`config.mk`:
```
export PLATFORM = sky130hd
export DESIGN_NAME = stage_nhead
export DESIGN_NICKNAME = d
export VERILOG_FILES = /design/src/rtl/stage_nhead.sv
export SDC_FILE = /design/constraint.sdc
export NUM_CORES = 1
export LEC_CHECK = 0
export BUFFER_PORTS_ARGS = -buffer_cell sky130_fd_sc_hd__buf_2
export CORE_MARGIN = 4
export CORE_UTILIZATION = 50
export CTS_BUF_LIST = sky130_fd_sc_hd__clkbuf_8
export DETAILED_ROUTE_END_ITERATION = 10
export PLACE_DENSITY = 0.74
export SYNTH_ARGS = -nofsm -noshare
export SYNTH_HDL_FRONTEND = slang
export SYNTH_SLANG_ARGS = --single-unit
```
`constraint.sdc`:
```
create_clock -name clk -period 6.6 [get_ports clk]
set_input_delay 0.33 -clock clk [delete_from_list [all_inputs] [get_ports clk]]
set_output_delay 0.33 -clock clk [all_outputs]
set_load 0.05 [all_outputs]
```
`src/rtl/stage_nhead.sv`:
```
// Multi-head token accumulator: each head sums token*weight+bias over SEQ_LEN
// tokens, then the per-head results are drained one head per handshake.
module stage_nhead #(
  parameter int unsigned NUM_HEADS = 4,
  parameter int unsigned DATA_W = 16,
  parameter int unsigned WEIGHT_W = 8,
  parameter int unsigned SEQ_LEN = 4,
  parameter logic [NUM_HEADS*WEIGHT_W-1:0] HEAD_WEIGHTS = {8'sd4, 8'sd3, 8'sd2, 8'sd1},
  parameter int unsigned SHIFT = 0,
  localparam int unsigned HEAD_W = (NUM_HEADS > 1) ? $clog2(NUM_HEADS) : 1
) (
  input  logic                          clk,
  input  logic                          rst,
  input  logic                          en,
  input  logic                          i_valid,
  output logic                          i_ready,
  input  logic signed [DATA_W-1:0]      i_stage,
  input  logic [NUM_HEADS*DATA_W-1:0]   bias,
  output logic                          o_valid,
  input  logic                          o_ready,
  output logic signed [DATA_W-1:0]      o_stage,
  output logic [HEAD_W-1:0]             o_head,
  output logic                          end_s
);

  localparam int unsigned CNT_W = $clog2(SEQ_LEN + 1);
  localparam int unsigned ACC_W = DATA_W + WEIGHT_W + $clog2(SEQ_LEN) + 2;

  typedef enum logic [1:0] {IDLE, ACCUM, DRAIN} state_t;

  state_t                    state;
  state_t                    state_next;
  logic signed [ACC_W-1:0]   acc     [NUM_HEADS];
  logic signed [ACC_W-1:0]   acc_sum [NUM_HEADS];
  logic signed [WEIGHT_W-1:0] weight [NUM_HEADS];
  logic signed [DATA_W-1:0]  bias_h  [NUM_HEADS];
  logic [CNT_W-1:0]          count;
  logic [CNT_W-1:0]          count_inc;
  logic                      accept;
  logic                      handshake;
  logic                      last_token;
  logic                      last_head;
  logic signed [ACC_W-1:0]   shifted;
  logic signed [DATA_W-1:0]  sat_val;

  // i_ready is gated by rst so it reads 0 during reset even with en high
  assign i_ready    = en && !rst && (state != DRAIN);
  assign accept     = i_valid && i_ready;
  assign o_valid    = en && (state == DRAIN);
  assign handshake  = o_valid && o_ready;
  assign count_inc  = count + CNT_W'(1);
  assign last_token = (count_inc == CNT_W'(SEQ_LEN));
  assign last_head  = (o_head == HEAD_W'(NUM_HEADS - 1));

  always_comb begin
    for (int unsigned h = 0; h < NUM_HEADS; h++) begin
      weight[h]  = $signed(HEAD_WEIGHTS[h*WEIGHT_W +: WEIGHT_W]);
      bias_h[h]  = $signed(bias[h*DATA_W +: DATA_W]);
      acc_sum[h] = acc[h] + ACC_W'(i_stage) * ACC_W'(weight[h]) + ACC_W'(bias_h[h]);
    end
  end

  always_comb begin
    state_next = state;
    case (state)
      IDLE:    if (accept) state_next = last_token ? DRAIN : ACCUM;
      ACCUM:   if (accept && last_token) state_next = DRAIN;
      DRAIN:   if (handshake && last_head) state_next = IDLE;
      default: state_next = IDLE;
    endcase
  end

  always_comb begin
    shifted = acc[o_head] >>> SHIFT;
    sat_val = shifted[DATA_W-1:0];
    if (shifted > $signed({{(ACC_W-DATA_W+1){1'b0}}, {(DATA_W-1){1'b1}}}))
      sat_val = {1'b0, {(DATA_W-1){1'b1}}};
    else if (shifted < $signed({{(ACC_W-DATA_W+1){1'b1}}, {(DATA_W-1){1'b0}}}))
      sat_val = {1'b1, {(DATA_W-1){1'b0}}};
    o_stage = (state == DRAIN) ? sat_val : '0;
  end

  always_ff @(posedge clk or posedge rst) begin
    if (rst) begin
      state  <= IDLE;
      count  <= '0;
      o_head <= '0;
      end_s  <= 1'b0;
      for (int unsigned h = 0; h < NUM_HEADS; h++) acc[h] <= '0;
    end else begin
      state <= state_next;
      end_s <= handshake && last_head;
      if (accept) begin
        count <= count_inc;
        for (int unsigned h = 0; h < NUM_HEADS; h++) acc[h] <= acc_sum[h];
      end else if (handshake) begin
        if (last_head) begin
          count  <= '0;
          o_head <= '0;
          for (int unsigned h = 0; h < NUM_HEADS; h++) acc[h] <= '0;
        end else begin
          o_head <= o_head + HEAD_W'(1);
        end
      end
    end
  end

endmodule

```
Word level (Yosys, flattened, before mapping):

Cells that the tools add are included.

* add/subtract/negate cells: 10
* multiply operators: 1
* $lt $le $gt $ge: 3
* equality and inequality tests: 8
* multiplexer cells: 18
* bitwise operators: 2
* reductions and logical operators: 14

Operators with widths (number)
* two-way mux 112 bit: 3
* adder 28 x 16 -> 28 bit: 5
* binary-select mux 28 bit (select 2 bit): 1
* two-way mux 28 bit: 2
* two-way mux 16 bit: 3
* adder 28 x 17 -> 28 bit: 1
* adder 28 x 18 -> 28 bit: 1
* adder 28 x 19 -> 28 bit: 1
* > comparator 28 x 16 -> 1 bit (second input constant): 1
* < comparator 28 x 16 -> 1 bit (second input constant): 1
* multiplier 16 x 3 -> 19 bit (second input constant): 1
* two-way mux 2 bit: 5
* two-way mux 3 bit: 3
* inequality test 2 bit (second input constant): 4
* logical AND 1 bit: 7
* one-hot mux 2 bit (3 select lines): 1
* equality test 2 bit (second input constant): 2
* AND reduction 2 bit: 2
* nonzero test 2 bit: 2
* adder 3 x 1 -> 3 bit (second input constant): 1
* equality test 3 bit (second input constant): 1
* greater-or-equal comparator 3 bit (second input constant): 1
* inverter 2 -> 3 bit: 1
* AND reduction 3 bit: 1
* 5 further kinds: 5

* register bits: 120
* bits of input ports: 85
* output and inout bits: 21
* logic and storage cells: 64

Depth between registers and ports, before layout:

* depth after elaboration: 8
* gate-level depth with buffers: 17
* depth with buffers taken out: 17

Least setup slack after synthesis:

OpenSTA, ideal clock, no wires.

* kind: input port to flip-flop
* start point: in i_stage[2]
* end point: reg acc[55] in the netlist's numbering
* setup time: 0.138 ns
* arrival time: 3.659 ns
* data required time: 6.462 ns
* slack: 2.802 ns
* stages on the path: 15
* cells stage by stage: ha_1 -> fa_1 -> inv_1 -> fa_1 -> inv_1 -> ha_1 -> nor2b_1 -> o2111ai_1 -> a211oi_1 -> o31a_1 -> o211a_1 -> o21ai_1 -> a211oi_1 -> a2111oi_0 -> a31oi_1

* cells in the longest elaborated chain, start to end: 4

Ends and longest elaborated chain
* start: declaration: line 17 `input logic signed [DATA_W-1:0] i_stage,`
* multiplier 16 x 3 -> 19 bit: line 59 `acc_sum[h] = acc[h] + ACC_W'(i_stage) * ACC_W'(weight[h]) + ACC_W'(bias_h[h]);`
* adder 28 x 19 -> 28 bit: line 59
* adder 28 x 16 -> 28 bit: line 59
* two-way mux 112 bit: line 93 `if (accept) begin`
* end: declaration: line 33 `logic signed [ACC_W-1:0] acc [NUM_HEADS];`

No other way between the ends.
A chain may end at the register's enable or synchronous reset.

Worst setup path in the final report:

* start point: reg o_head[0]
* end point: out o_stage[14]

* cells in the longest elaborated chain, start to end: 8

Ends and longest elaborated chain
* start: declaration: line 22 `output logic [HEAD_W-1:0] o_head,`
* start signal: assignment: line 102 `o_head <= o_head + HEAD_W'(1);`
* inverter 2 -> 3 bit (not written as such) *: line 74 `shifted = acc[o_head] >>> SHIFT;`
* binary-select mux 28 bit (select 2 bit) *: line 74
* two-way mux 28 bit (not written as such) * (2 in series): line 74
* < comparator 28 x 16 -> 1 bit: line 78 `else if (shifted < $signed({{(ACC_W-DATA_W+1){1'b1}}, {(DATA_W-1){1'b0}}}))`
* two-way mux 16 bit: line 78
* two-way mux 16 bit *: line 76 `if (shifted > $signed({{(ACC_W-DATA_W+1){1'b0}}, {(DATA_W-1){1'b1}}}))`
* two-way mux 16 bit *: line 80 `o_stage = (state == DRAIN) ? sat_val : '0;`
* end: declaration: line 21 `output logic signed [DATA_W-1:0] o_stage,`

Every way passes the cells marked *; elsewhere a longest branch is shown, timed or not. The select of a mux whose other input is x is not followed.

==> impl_metrics.py <==
metrics = {
    "outcome": {
        "outcome": "finished, final reports clean",
    },
    "grt": {
        "overflow": 0,
        "antenna_found_initial": 0,
        "grt_pass1_vias": 11160,
        "grt_use_total_pct": 25.58,
        "grt_max_degree": 95,
        "grt_pass1_wl_mm": 58.69,
    },
    "critical_path": {
        "critical_path_class": "register to output pin",
        "rrSetupSlack_ns": 2.54,
        "timing.rr.end": "acc[83]$_DFFE_PP0P_",
        "critPathBufInv": 2,
        "crit_family": "simple AND/OR/NAND/NOR gates",
        "critPathRequiredTime_ns": 6.27,
        "rr_worst_depth": 11,
        "max_stage_delay_ns": 0.95,
        "critPathMaxFanout": 17,
        "reg2reg_from": "o_head[0]$_DFFE_PP0P_",
        "start_kind": "register",
        "crit_arrival_ns": 4.55,
        "cp_cell_sequence": "buf_4 > mux4_2 > nand4_1 > o31ai_1 > nand2_1 > nor2_1 > buf_2",
        "cp_slowest_cell": "dfrtp_1",
        "end_kind": "output pin",
    },
    "clocking": {
        "clk-insertion-delay-late_ns": 0.46,
        "clkSinkCount": 120,
        "cts.clk_slew.worst_paths_ns": 0.07,
        "cts_buffers": 17,
        "root_buffer": "clkbuf_8",
        "h-tree-depth": 4,
        "cts_buffer_depth": 2,
        "tritoncts": "yes",
    },
    "hold_path": {
        "min_path_type": "primary input to register",
        "hp-start": "bias[48]",
        "hold_depth": 4,
        "min_to": "acc[0]$_DFFE_PP0P_",
    },
    "timing": {
        "rsz0062_at_grt": "false",
        "final.setup.tns_ns": 0,
        "fin_crit_ns": 4.884,
        "skew_ns": 0.01514,
        "worst_slew_pin_slew_ns": 1.068,
        "final_max_slew_viol_count": 0,
        "hold_violations": 0,
        "fmax_mhz": 204.8,
        "max-slew-margin-rel_pct": 28.58,
        "whs_ns": 0.2013,
        "finalCritPeriodShare_pct": 73.99,
        "setup_viol_count_final": 0,
    },
    "placed_design": {
        "placed_area_mm2": 0.01419,
        "dp.cells": 1823,
        "hpwl_mm": 28.29,
        "globalplace.congestion": 0.9405,
        "portBuffers": 105,
    },
    "floorplanning": {
        "dieHeight_um": 171.3,
        "dieArea_mm2": 0.02935,
        "die_width_um": 171.3,
        "start_util_pct": 51.02,
        "pin_count": 106,
        "row_count": 59,
        "core_mm2": 0.02613,
    },
    "cells_and_area": {
        "fillers": 2279,
        "postLayoutCoreUtil_pct": 56.02,
        "drive_gt1_share_pct": 12.82,
        "final_net_count": 1849,
        "diodes": 0,
        "syn_to_final_growth_pct": 9.796,
        "final_cell_count_no_fill": 1856,
        "design_area_mm2": 0.01464,
    },
    "drt": {
        "first_pass_iters": 7,
        "ant_nets": 0,
        "post_drt_wl_per_cell_um": 19.69,
        "dr_total_vias": 11140,
        "viasPerCell": 6.002,
        "drt-initial-drc-count": 821,
        "drc": 0,
        "wl_mm": 36.54,
    },
    "yosys": {
        "syn_area_mm2": 0.01333,
        "synth_edf_count": 0,
        "synth_seq_cells": 120,
        "synth_cell_types": 73,
        "syn_inst": 1422,
        "yosys_warnings": 0,
        "ys.flop_type": "dfrtp_1",
        "synth-async-reset-ratio_pct": 100.0,
        "syn_nets": 1763,
        "seq_area_frac_synth_pct": 22.52,
        "synth_area_per_cell_um2": 9.377,
    },
    "power_and_ir_drop": {
        "peakVddDrop_v": 0.0002322,
        "leakagePower_uw": 0.007055,
        "powerDensity_mw_per_mm2": 512.4,
    },
    "run": {
        "max_cap_violations": 0,
    },
}
## where the power goes
| group | leakage (µW) | internal, µW | switching, µW |
|---|---|---|---|
| Sequential | 0.00150 | 1060 | 386 |
| Clock | 0.000230 | 430 | 333 |
| Combinational | 0.00533 | 2320 | 2970 |
| Total | 0.00706 | 3810 | 3690 |
## logic make-up (layout without fill, tap and decap cells)
logic type	count (synthesis)	after routing	share of synthesized area (%)
DFF	120	120	22.52
xor gates and xnor gates	95	95	6.240
muxes	31	31	4.964
AOI/OAI and AO/OA	389	389	18.40
and+or+nand+nor	370	370	12.91
buffers and inverters	161	260	4.579
adders and majority gates	256	256	30.38
## Yosys cell counts (all sizes together) (4+ instances only)
library cell    n  area share [%]
a31o            4            0.33
o21a           12            0.68
xor2           44             2.9
nor4            6            0.28
nand4           7            0.33
nor3b           4            0.23
o21ai         142             5.4
nor2           74             2.1
a211oi         14            0.79
nand3          74             2.8
a21boi          5            0.28
or3             6            0.28
clkbuf         34            0.97
xnor2          51             3.3
dfrtp         120              23
a21o           47             2.7
a21oi          86             3.3
nand2         131             3.7
o21bai         10            0.56
nor3           12            0.45
and3           12            0.57
buf            14            0.43
o31ai          12            0.71
nor2b          10            0.47
nand2b         19            0.89
o211ai          6            0.38
a31oi          11            0.56
o22ai           7            0.33
inv           113             3.2
fa            113              17
mux4           28             4.7
and4            5            0.33
and2            5            0.23
ha            143              13
## how the worst max path moves through the flow
stage,startpoint,end,slack (ns),cells after the start
finish,o_head[0]$_DFFE_PP0P_,o_stage[14],1.72,7
global placement,i_stage[4],acc[55]$_DFFE_PP0P_,2.37,16
detailed placement,i_stage[3],acc[55]$_DFFE_PP0P_,2.27,16
CTS,o_head[0]$_DFFE_PP0P_,o_stage[14],1.99,7
global route,o_head[0]$_DFFE_PP0P_,o_stage[14],1.66,7
floorplan,i_stage[2],acc[55]$_DFFE_PP0P_,2.80,15
## sequential cells by signal (all words and copies together) (netlist names)
signal and cells:
state 2, count 3, acc 112, o_head 2
end_s 1
## cells in the final DEF (no fill, tap or decap), drive strengths merged, types with 12 or more instances in the layout
cell    Yosys  routed
mux4       28      28
a21oi      86      86
xor2       44      44
and3       12      12
clkbuf     34      19
a211oi     14      14
dfrtp     120     120
buf        14     114
nand3      74      74
nor2       74      74
o21ai     142     142
o31ai      12      12
fa        113     113
xnor2      51      51
inv       113     117
o21a       12      12
ha        143     143
a21o       47      47
nand2b     19      19
nor3       12      12
nand2     131     131
## area by class of cell
cell class	count	area, µm²	share of cell area [%]
Clock buffer	19	261.5	1.786
Clock inverter	13	178.9	1.222
Inverter	113	426.7	2.914
Multi-Input combinational cell	1141	9747	66.58
Sequential cell	120	3004	20.52
Tap cell	335	419.2	2.863
Timing Repair Buffer	115	603.1	4.119
## per-stage QoR
stage / setup WS, ns / total power, µW
final: 1.716 / 7501
after global routing: 1.659 / 8230
after CTS: 1.987 / 7442
after detailed placement: 2.275 / 6634
after global placement: 2.367 / 6478
after floorplan: 2.802 / 5434
## repair_timing
item	4_1_cts	5_1_grt
hold buffers	1	0
gates resized for setup	0	0
buffers inserted	0	0
hold endpoints to repair	13	0
setup endpoints to repair	0	0
## per-layer routing
layer	track usage, %	vias to the layer above	part of all wire (%)
li1	-	5221	-
met1	35.03	5424	43
met2	40.45	438	45
met3	7.332	56	9.8
met4	6.476	0	2.1
met5	0	-	0
## tightest hold or removal path: stages
cell and delay (ns):
buf_2 0.08, ha_1 0.12, nand2_1 0.04, nand2_1 0.04
(Power assumes the default switching activity.)
